$ cat src/rtl/lsu_mem_ctrl.sv
// Multi-cycle load/store unit: EX request -> word-aligned data-memory bus access -> writeback or exception.
// Define LSU_WSTRB_EN for byte-strobed sub-word stores; otherwise sub-word stores read-modify-write the word.
`ifndef DATA_TYPE_BUS
`define DATA_TYPE_BUS 2:0
`endif
`ifndef REG_ADDR_BUS
`define REG_ADDR_BUS 4:0
`endif
`ifndef DATATYPE_BYTE
`define DATATYPE_BYTE 3'd0
`endif
`ifndef DATATYPE_HALF
`define DATATYPE_HALF 3'd1
`endif
`ifndef DATATYPE_WORD
`define DATATYPE_WORD 3'd2
`endif
`ifndef DATATYPE_UBYTE
`define DATATYPE_UBYTE 3'd3
`endif
`ifndef DATATYPE_UHALF
`define DATATYPE_UHALF 3'd4
`endif

module lsu_mem_ctrl #(
    parameter int ADDR_W      = 32,
    parameter int TIMEOUT_W   = 8,
    parameter int TIMEOUT_MAX = 255
) (
    input  logic                  clk,
    input  logic                  rst_n,
    input  logic                  req_valid_i,
    output logic                  req_ready_o,
    input  logic                  load_i,
    input  logic                  store_i,
    input  logic [`DATA_TYPE_BUS] data_type_i,
    input  logic [ADDR_W-1:0]     addr_i,
    input  logic [31:0]           wdata_i,
    input  logic [`REG_ADDR_BUS]  rd_addr_i,
    output logic                  bus_req_o,
    output logic                  bus_we_o,
    output logic [ADDR_W-1:0]     bus_addr_o,
    output logic [31:0]           bus_wdata_o,
    output logic [3:0]            bus_wstrb_o,
    input  logic                  bus_ack_i,
    input  logic [31:0]           bus_rdata_i,
    input  logic                  bus_err_i,
    output logic                  wb_valid_o,
    output logic                  wb_reg_enable_o,
    output logic [`REG_ADDR_BUS]  wb_reg_addr_o,
    output logic [31:0]           wb_reg_data_o,
    output logic                  busy_o,
    output logic                  exc_valid_o,
    output logic [1:0]            exc_cause_o,
    output logic [ADDR_W-1:0]     exc_addr_o
);
    typedef enum logic [2:0] {S_IDLE, S_READ, S_RMW_READ, S_WRITE, S_RESP} state_t;

    state_t                state_q, state_d;
    logic [`DATA_TYPE_BUS] type_q;
    logic [ADDR_W-1:0]     addr_q;
    logic [31:0]           wdata_q, rdata_q;
    logic [`REG_ADDR_BUS]  rd_q;
    logic [TIMEOUT_W-1:0]  cnt_q, cnt_d;
    logic                  exc_valid_q;
    logic [1:0]            exc_cause_q;
    logic [ADDR_W-1:0]     exc_addr_q;

    logic        in_byte, in_half, in_misaligned, accept, start;
    logic        q_byte, q_half, in_bus, timed_out, bus_fail, bus_ok;
    logic [1:0]  lane;
    logic [3:0]  lane_strb;
    logic [31:0] wdata_rep, rdata_shift, rdata_ext;

    assign in_byte = (data_type_i == `DATATYPE_BYTE) || (data_type_i == `DATATYPE_UBYTE);
    assign in_half = (data_type_i == `DATATYPE_HALF) || (data_type_i == `DATATYPE_UHALF);
    assign in_misaligned = (in_half && addr_i[0]) ||
                           (!in_byte && !in_half && (addr_i[1:0] != 2'b00));
    assign accept = req_valid_i && (state_q == S_IDLE) && (load_i || store_i);
    assign start  = accept && !in_misaligned;

    assign q_byte = (type_q == `DATATYPE_BYTE) || (type_q == `DATATYPE_UBYTE);
    assign q_half = (type_q == `DATATYPE_HALF) || (type_q == `DATATYPE_UHALF);
    assign lane   = addr_q[1:0];
    assign in_bus = (state_q == S_READ) || (state_q == S_RMW_READ) || (state_q == S_WRITE);

    // An ack arriving in the last allowed wait cycle still completes; an error always wins.
    assign timed_out = (TIMEOUT_MAX != 0) && (cnt_q == TIMEOUT_W'(TIMEOUT_MAX - 1));
    assign bus_fail  = in_bus && (bus_err_i || (timed_out && !bus_ack_i));
    assign bus_ok    = in_bus && bus_ack_i && !bus_err_i;

    always_comb begin
        lane_strb = 4'hF;
        wdata_rep = wdata_q;
        if (q_byte) begin
            lane_strb = 4'b0001 << lane;
            wdata_rep = {4{wdata_q[7:0]}};
        end else if (q_half) begin
            lane_strb = 4'b0011 << lane;
            wdata_rep = {2{wdata_q[15:0]}};
        end
    end

    assign rdata_shift = bus_rdata_i >> {lane, 3'b000};

    always_comb begin
        rdata_ext = rdata_shift;
        case (type_q)
            `DATATYPE_BYTE:  rdata_ext = {{24{rdata_shift[7]}}, rdata_shift[7:0]};
            `DATATYPE_UBYTE: rdata_ext = {24'h0, rdata_shift[7:0]};
            `DATATYPE_HALF:  rdata_ext = {{16{rdata_shift[15]}}, rdata_shift[15:0]};
            `DATATYPE_UHALF: rdata_ext = {16'h0, rdata_shift[15:0]};
            default:         rdata_ext = rdata_shift;
        endcase
    end

`ifndef LSU_WSTRB_EN
    logic [31:0] rmw_merged;
    always_comb begin
        rmw_merged = bus_rdata_i;
        for (int i = 0; i < 4; i++) begin
            if (lane_strb[i]) rmw_merged[8*i +: 8] = wdata_rep[8*i +: 8];
        end
    end
`endif

    always_ff @(posedge clk or negedge rst_n) begin
        if (!rst_n) state_q <= S_IDLE;
        else        state_q <= state_d;
    end

    always_comb begin
        state_d = state_q;
        case (state_q)
            S_IDLE: begin
                if (start) begin
                    if (load_i) state_d = S_READ;
`ifdef LSU_WSTRB_EN
                    else        state_d = S_WRITE;
`else
                    else        state_d = (in_byte || in_half) ? S_RMW_READ : S_WRITE;
`endif
                end
            end
            S_READ: begin
                if (bus_fail)    state_d = S_IDLE;
                else if (bus_ok) state_d = S_RESP;
            end
            S_RMW_READ: begin
                if (bus_fail)    state_d = S_IDLE;
                else if (bus_ok) state_d = S_WRITE;
            end
            S_WRITE: begin
                if (bus_fail || bus_ok) state_d = S_IDLE;
            end
            S_RESP:  state_d = S_IDLE;
            default: state_d = S_IDLE;
        endcase
    end

    always_comb begin
        req_ready_o     = (state_q == S_IDLE);
        busy_o          = !req_ready_o;
        bus_req_o       = in_bus;
        bus_we_o        = (state_q == S_WRITE);
        bus_addr_o      = {addr_q[ADDR_W-1:2], 2'b00};
`ifdef LSU_WSTRB_EN
        bus_wdata_o     = wdata_rep;
        bus_wstrb_o     = lane_strb;
`else
        bus_wdata_o     = wdata_q;
        bus_wstrb_o     = 4'hF;
`endif
        wb_valid_o      = (state_q == S_RESP);
        wb_reg_enable_o = wb_valid_o && (rd_q != '0);
        wb_reg_addr_o   = rd_q;
        wb_reg_data_o   = rdata_q;
        exc_valid_o     = exc_valid_q;
        exc_cause_o     = exc_cause_q;
        exc_addr_o      = exc_addr_q;
    end

    // Wait counter restarts whenever the state changes, so each bus transfer gets its own budget.
    assign cnt_d = (state_d != state_q) ? '0 : cnt_q + TIMEOUT_W'(1);

    always_ff @(posedge clk or negedge rst_n) begin
        if (!rst_n) begin
            type_q      <= '0;
            addr_q      <= '0;
            wdata_q     <= '0;
            rdata_q     <= '0;
            rd_q        <= '0;
            cnt_q       <= '0;
            exc_valid_q <= 1'b0;
            exc_cause_q <= 2'd0;
            exc_addr_q  <= '0;
        end else begin
            cnt_q       <= cnt_d;
            exc_valid_q <= 1'b0;
            if (accept) begin
                type_q  <= data_type_i;
                addr_q  <= addr_i;
                wdata_q <= wdata_i;
                rd_q    <= rd_addr_i;
            end
            if (accept && in_misaligned) begin
                exc_valid_q <= 1'b1;
                exc_cause_q <= {1'b0, store_i};
                exc_addr_q  <= addr_i;
            end
            if (bus_fail) begin
                exc_valid_q <= 1'b1;
                exc_cause_q <= {1'b1, state_q != S_READ};
                exc_addr_q  <= addr_q;
            end
            if (bus_ok && (state_q == S_READ)) rdata_q <= rdata_ext;
`ifndef LSU_WSTRB_EN
            if (bus_ok && (state_q == S_RMW_READ)) wdata_q <= rmw_merged;
`endif
        end
    end
endmodule

$ cat config.mk
export PLATFORM = sky130hd
export DESIGN_NAME = lsu_mem_ctrl
export DESIGN_NICKNAME = d
export VERILOG_FILES = /design/src/rtl/lsu_mem_ctrl.sv
export SDC_FILE = /design/constraint.sdc
export NUM_CORES = 1
export LEC_CHECK = 0
export CORE_MARGIN = 1
export CORE_UTILIZATION = 47
export CTS_CLUSTER_DIAMETER = 150
export DETAILED_ROUTE_END_ITERATION = 12
export GPL_TIMING_DRIVEN = 0
export PLACE_DENSITY = 0.82
export SETUP_SLACK_MARGIN = 0.05
export SYNTH_ARGS = -nofsm -noshare
export SYNTH_HDL_FRONTEND = slang
export SYNTH_SLANG_ARGS = --single-unit
$ cat constraint.sdc
create_clock -name clk -period 2.7 [get_ports clk]
set_clock_uncertainty 0.05 [all_clocks]
set_input_delay 0.54 -clock clk [delete_from_list [all_inputs] [get_ports clk]]
set_output_delay 0.54 -clock clk [all_outputs]
set_load 0.005 [all_outputs]
# == Word level (Yosys, flattened, before mapping) ==
# Cells that the tools add are included.
# word_totals
output_inout_bits,146
elab_cells,103
ff_bits,150
# op_classes
n_eq_ne,17
addsub,1
shift,3
reduce_logical,42
mux,27
# op_table
cell,count
32-bit 2-to-1 mux,6
32-bit one-hot mux with 4 select lines,1
8-bit 2-to-1 mux,5
32-bit by 5-bit right shift with 32-bit output,1
3-bit 2-to-1 mux,6
1-bit logical AND,14
3-bit by 2-bit == test with 1-bit output (second input constant),4
3-bit one-hot mux with 4 select lines,1
1-bit logical OR,11
3-bit by 1-bit == test with 1-bit output (second input constant),3
3-bit == test (second input constant),3
3-bit logical NOT,3
8-bit by 1-bit adder with 8-bit output (second input constant),1
8-bit == test (second input constant),1
4-bit 2-to-1 mux,2
4-bit inequality test (second input constant),2
2-bit AND reduction,4
1-bit logical NOT,6
2-bit 2-to-1 mux,3
2-bit nonzero test,3
5-bit nonzero test,1
1-bit by 2-bit left shift with 4-bit output (first input constant),1
2-bit by 2-bit left shift with 4-bit output (first input constant),1
1-bit 2-to-1 mux,3
other kinds (4),4

# == Logic depth before layout (Yosys ltp) ==
# depth
word_depth,12
ltp_mapped,9

# == Worst setup path after synthesis ==
# No wires, ideal clock.
# synth_timing
kind,register to register
startpoint,register addr_q[1]
endpoint,register wdata_q[16] (netlist: bus_wdata_o[16])
slack_ps,611
arrival_time_ps,1974
path_stages_with_launch,9
period_less_slack_ps,2089
t_required_ps,2586
path_buffers,1
path_cell_list,dfrtp_1 > buf_4 > inv_1 > ha_1 > nor4b_1 > a211oi_4 > mux2i_1 > a211oi_1 > a21o_1
# synth_between
elab_chain_len,5
word_cells_on_any_way,8
classes_between,eq/ne (1); shift (2); mux (4); reduce/logical (1)
# synth_rtl
item,line_no,source
"start, declared",61,logic [ADDR_W-1:0] addr_q;
"start signal, assigned",202,addr_q <= addr_i;
2-bit by 2-bit left shift with 4-bit output,99,lane_strb = 4'b0011 << lane;
4-bit 2-to-1 mux,98,end else if (q_half) begin
4-bit 2-to-1 mux *,95,if (q_byte) begin
4-bit inequality test (no source line) / 8-bit 2-to-1 mux (equally long branches),--,
2-bit AND reduction (no source line) / 32-bit 2-to-1 mux (equally long branches),--,
"end signal, assigned",203,wdata_q <= wdata_i;
"end signal, assigned",218,if (bus_ok && (state_q == S_RMW_READ)) wdata_q <= rmw_merged;
"end, declared",62,"logic [31:0] wdata_q, rdata_q;"
# Every way passes the cells marked *; elsewhere a longest branch is shown, timed or not.
# A chain may end at the register's enable or synchronous reset.

# == Worst setup path after layout ==
# layout_timing
startpoint,register rd_q[0] (netlist: wb_reg_addr_o[0])
endpoint,output wb_reg_enable_o
# layout_between
elab_chain_len,2
# layout_rtl
item,line_no,source
"start, declared",63,logic [`REG_ADDR_BUS] rd_q;
"start signal, assigned",204,rd_q <= rd_addr_i;
5-bit nonzero test,175,wb_reg_enable_o = wb_valid_o && (rd_q != '0);
1-bit logical AND,175,
"end, declared",49,"output logic wb_reg_enable_o,"
# No other way between the ends.

==> run_results.csv <==
group,metric,value,unit
synth,synth_cell_type_count,56,
floorplan,fp.dieArea,17000,um2
cells_and_area,fillCellCount,1290,
cells_and_area,fin_nets,1283,
cells_and_area,drive_above_1_share,10.9,%
synth,ys_ff_latch,150,
cells_and_area,finalNonFillerCells,1395,
drt,routed-via-count,7571,
timing,worst_slack,130,ps
synth,avgSynthCellArea,8.70,um2
drt,wirelength,25.7,mm
setup_path,cp.required,2110,ps
global_routing,antenna_found_initial,0,
timing,drv_slew,0,
job,maxCapViolCount,0,
synth,synth_area_leaders,"dfrtp_1 (48%), nand2_1 (12%), nor2_1 (5.3%)",
synth,ys.flop_type,"dfrtp_1",
pwr,ir_worst_vdd,0.000581,V
clock_tree,numCtsBuffers,17,
global_routing,grt_pass1_wl,39.6,mm
setup_path,r2r_cells,9,
global_routing,gr-total-overflow,0,
clock_tree,holdBufCountCts,0,
synth,yosysTopAreaCell,"dfrtp_1",
drt,first_pass_iters,5,
drt,ant_nets,0,
floorplan,die_h,130,um
synth,syn_area,7750,um2
placement,pre_cts_slack,-275,ps
placement,place_inst,1362,
cells_and_area,diodes,0,
synth,ys_seq_area_share,48.4,%
floorplan,ios,257,
min_path,hp-class,"in2async",
setup_path,critPathArrivalTime,1980,ps
timing,period_needed,2570,ps
pwr,design_power_total,13.3,mW
floorplan,core-area,16000,um2
timing,worst_pin_slew,709,ps
pwr,p_leak,5.02,nW
setup_path,critPathLaunch,"wb_reg_addr_o[0]",
timing,setup_tns,0,ps
floorplan,start_util,48.4,%
timing,max_freq,389,MHz
setup_path,start_kind,"flip-flop",
timing,slew_headroom,52.4,%
timing,period_share,95.2,%
timing,rsz0062_at_grt,"no",
setup_path,reg2reg_to,"bus_wdata_o[20]",
global_routing,grt_max_degree,97,
setup_path,worstSetupEndpoint,"wb_reg_enable_o",
run_status,outcome,"complete, no violations",
setup_path,rr_startpoint,"addr_q[1]",
setup_path,worst-path-max-fanout,3,
clock_tree,cts_tree,"done",
floorplan,die_w,130,um
synth,synthArstFlopShare,100,%
timing,setup_violations,0,
clock_tree,clock_path_buffers,2,
placement,dp_hpwl,19.3,mm
drt,drc,0,
clock_tree,cts_root_buffer,"clkbuf_16",
synth,synth_top_cell_area_share,48.4,%
synth,synth_warnings,0,
clock_tree,clock-sinks,150,
drt,wl_per_cell,18.4,um
placement,gp_congestion,0.965,
clock_tree,cts_max_level,4,
global_routing,grtUsageTotal,31.1,%
timing,finalHoldViolCount,0,
setup_path,crit_type,"reg2out",
drt,avgViaCountPerCell,5.43,
pwr,cellPowerDensity,1190,nW/um2
setup_path,cp-end-kind,"primary output",
drt,drt_iter0_drc,635,
clock_tree,clk_latency,430,ps
synth,synth_cells,891,
cells_and_area,syn2layout_area_growth,44.3,%
global_routing,grt_pass1_vias,7488,
placement,port_buffers,250,
clock_tree,cts.reportedPaths.clkPinSlew,70,ps
synth,synth_enable_flop_cells,0,
setup_path,r2r_slack,280,ps
floorplan,rows,46,
[per-stage QoR]
step	cell area, um2	utilization [%]	hold slack [ps]
2_1_floorplan	7770	-	194
3_3_place_gp	10500	65.9	412
3_5_place_dp	10600	66.0	418
4_1_cts	11100	69.7	20.3
5_1_grt	11200	69.9	48.4
6_report	11200	69.9	8.49
[cell usage after synthesis, types with 11 or more instances]
| cell | instances |
|---|---|
| nand2_1 | 244 |
| dfrtp_1 | 150 |
| nor2_1 | 110 |
| a31oi_1 | 42 |
| a21oi_1 | 40 |
| buf_4 | 38 |
| buf_2 | 26 |
| mux2i_1 | 25 |
| a211oi_1 | 22 |
| o21ai_0 | 21 |
| clkbuf_1 | 18 |
| inv_1 | 12 |
| nor2b_1 | 12 |
| o211ai_1 | 12 |
| mux2_2 | 11 |
[layer usage]
layer	share of wire, %	GRT usage [%]	vias up
met5	0	0	-
met4	2.5	12.0	0
met3	9.6	8.67	49
met2	47	51.4	377
met1	41	38.7	3640
li1	-	-	3505
[cells by family (layout without fill, tap and decap cells)]
kind of cell	after synthesis	in the layout	share of synthesized area (%)
AOI/OAI and AO/OA	182	182	15.9
xor gates and xnor gates	8	8	0.904
adders and majority gates	7	7	1.10
buffers and inverters	105	389	7.44
DFF	150	150	48.4
muxes	37	37	5.12
other	2	6	0.0969
and+or+nand+nor	400	400	21.0
[flip-flops by register name, indices dropped and copies added, names as in the netlist, 2 cells and up]
name,cells
wb_reg_addr_o,5
bus_wdata_o,32
cnt_q,8
type_q,3
exc_cause_o,2
wb_reg_data_o,32
addr_q,32
state_q,3
exc_addr_o,32
[worst max-delay path, stage by stage (launching register included)]
cell	delay, ps
dfrtp_1	410
or4_1	530
o21a_1	180
clkdlybuf4s50_1	430
[timing repair]
item | 4_1_cts | 5_1_grt
resized for setup | 0 | 3
hold endpoints to repair | 0 | 0
setup endpoints to repair | 0 | 13
setup buffers | 0 | 1
[layout make-up]
class                   instances  area (um2)  share of cell area (%)
flip-flops and latches        150        3750                    33.6
clock inverters                14         143                    1.28
plain buffers                  93         533                    4.77
inverters                      12        45.0                   0.403
clock buffers                  18         439                    3.93
repair buffers                252        2550                    22.8
multi-input cells             640        3450                    30.8
well taps                     216         270                    2.42
[cell usage in the layout (no fill, tap or decap), types with 11 or more instances in the layout]
cell	instances
nor2_1	110
buf_4	38
clkbuf_1	18
buf_2	26
mux2i_1	25
clkbuf_16	17
nand2_1	244
dfrtp_1	150
nor2b_1	12
inv_1	12
o211ai_1	12
o21ai_0	21
a21oi_1	40
mux2_2	11
clkdlybuf4s50_1	249
a211oi_1	22
a31oi_1	42
[power by group]
part | internal [mW] | switching (mW) | total [mW]
combinational | 3.67 | 3.05 | 6.72
clock | 1.32 | 1.04 | 2.36
sequential | 3.34 | 0.890 | 4.23
[worst min path at each step]
stage	start	endpoint	cells after the start
after floorplan	rst_n	addr_q[0]	0
after global placement	bus_wdata_o[18]	bus_wdata_o[18]	1
after detailed placement	bus_wdata_o[23]	bus_wdata_o[23]	1
after CTS	rst_n	bus_wdata_o[19]	1
after global routing	rst_n	bus_wdata_o[19]	1
final	rst_n	bus_wdata_o[19]	1
Power figures use the tool's default switching activity.
==> edit, RTL diff (config.mk and constraints unchanged) <==
Build with the macro `LSU_WSTRB_EN` defined.
--- a/src/rtl/lsu_mem_ctrl.sv
+++ b/src/rtl/lsu_mem_ctrl.sv
@@ -1,5 +1,7 @@
 // Multi-cycle load/store unit: EX request -> word-aligned data-memory bus access -> writeback or exception.
 // Define LSU_WSTRB_EN for byte-strobed sub-word stores; otherwise sub-word stores read-modify-write the word.
+`define LSU_WSTRB_EN
+
 `ifndef DATA_TYPE_BUS
 `define DATA_TYPE_BUS 2:0
 `endif
Behaviour: not the same (a bounded check fails within 4 cycles, from zero or initial values and one cycle with rst_n low).
==> edit against the unedited design <==
The flow now finishes with violations (setup timing). Design area rose by 2.5%. Routed wire length decreased by 2.1%. Setup slack worse by 0.16 ns. Synthesized area fell by 1.6%. Sequential cell count unchanged. Power shrank 16%. Hold slack improved by 0.10 ns. Die area decreased by 1.6%. Critical path type unchanged. Critical endpoint is now bus_wdata_o[25]. Largest power group unchanged.
==> edit: results (changes against the unedited design) <==
* Maximum vdd drop at 543.2 µV (-6.5%)
* Global-route met3 utilization at 8.753% (+0.080 points)
* Average vias per placed instance at 5.377 (-0.93%)
* Number of cells upsized or downsized after cts at 86 (+86)
* Overall global routing resource usage at 30.07% (-0.98 points)
* Synthesized area per cell at 8.665 µm² (-0.40%)
* Sequential portion of the cell area at 32.78% (-0.78 points)
* First-pass iteration count of the detailed router at 4 (-1)
* Compound-cell area share of the yosys netlist at 12.19% (-3.7 points)
* Share of the synthesized netlist area taken by xor and xnor gates at 0.9189% (+0.015 points)
* Ranking of synthesized cells by instance count: 308 x nand2_1, 150 x dfrtp_1, 74 x nor2_1, 41 x buf_4
* Netlist cell types at 47 (-16%)
* RD Place Congestion at 0.8584 (-11%)
* Data arrival, critical path at 2.14 ns (+0.16 ns)
* First-pass GRT wire length at 38,210 µm (-3.4%)
* Transition time of the tightest slew-check pin at 0.7297 ns (+0.02062 ns)
* Detailed-routing wirelength on met1 at 9733 µm (-6.8%)
* Run status: finished with violations
* Proportion of synthesized chip area in sequential cells at 49.23% (+0.80 points)
* Critical Path Fanout Max at 10 (+7)
* Routed wire length at 25,170 µm (-2.1%)
* Buffers inserted by post-CTS timing repair at 19 (+19)
* Min setup slack post-route at -0.03457 ns (-0.1646 ns)
* Fin Setup TNS at -0.03457 ns (-0.03457 ns)
* Total number of multi-input combinational cells at 631 (-1.4%)
* Smallest hold slack at 0.1089 ns (+0.1004 ns)
* Floorplan die area at 16,740 µm² (-1.6%)
* Number of placed instances, taps included at 1,352 (-0.73%)
* Post-placement worst setup slack at -0.5274 ns (-0.2528 ns)
* Setup violation total in the final timing report at 1 (+1)
* Violated checks: setup timing
* Reg area at 3756 µm² (about the same)
* Met2 WL at 12,320 µm (+1.3%)
* M1 GR Usage at 35.34% (-3.4 points)
* GR met2 Demand/Resource at 50.51% (-0.90 points)
* Quantity of I/O buffers inserted on ports at 254 (+1.6%)
==> edit: final timing paths <==
kind	from	endpoint	depth (start not counted)
worst max-delay path	type_q[0]$_DFFE_PN0P_	bus_wdata_o[25]	6
worst min-delay path	rst_n	wdata_q[18]$_DFFE_PN0P_	1
worst max register to register	state_q[2]$_DFF_PN0_	wb_reg_addr_o[4]$_DFFE_PN0P_	6
worst min register to register	wb_reg_data_o[1]$_DFFE_PN0P_	wb_reg_data_o[1]$_DFFE_PN0P_	2
max in group asynchronous	rst_n	cnt_q[7]$_DFF_PN0_	2
min in group clk	wb_reg_data_o[1]$_DFFE_PN0P_	wb_reg_data_o[1]$_DFFE_PN0P_	2
==> edit: report_power, final <==
group | switching (mW) | internal [mW]
clock network | 1.01 | 1.29
logic | 2.16 | 3.03
registers | 0.617 | 3.07
==> edit: critical path, cell delays in order (launching register included) <==
cell	delay, ns
dfrtp_1	0.39
buf_6	0.14
or2_4	0.24
clkbuf_4	0.20
o22ai_1	0.20
a21oi_2	0.09
clkdlybuf4s50_1	0.46
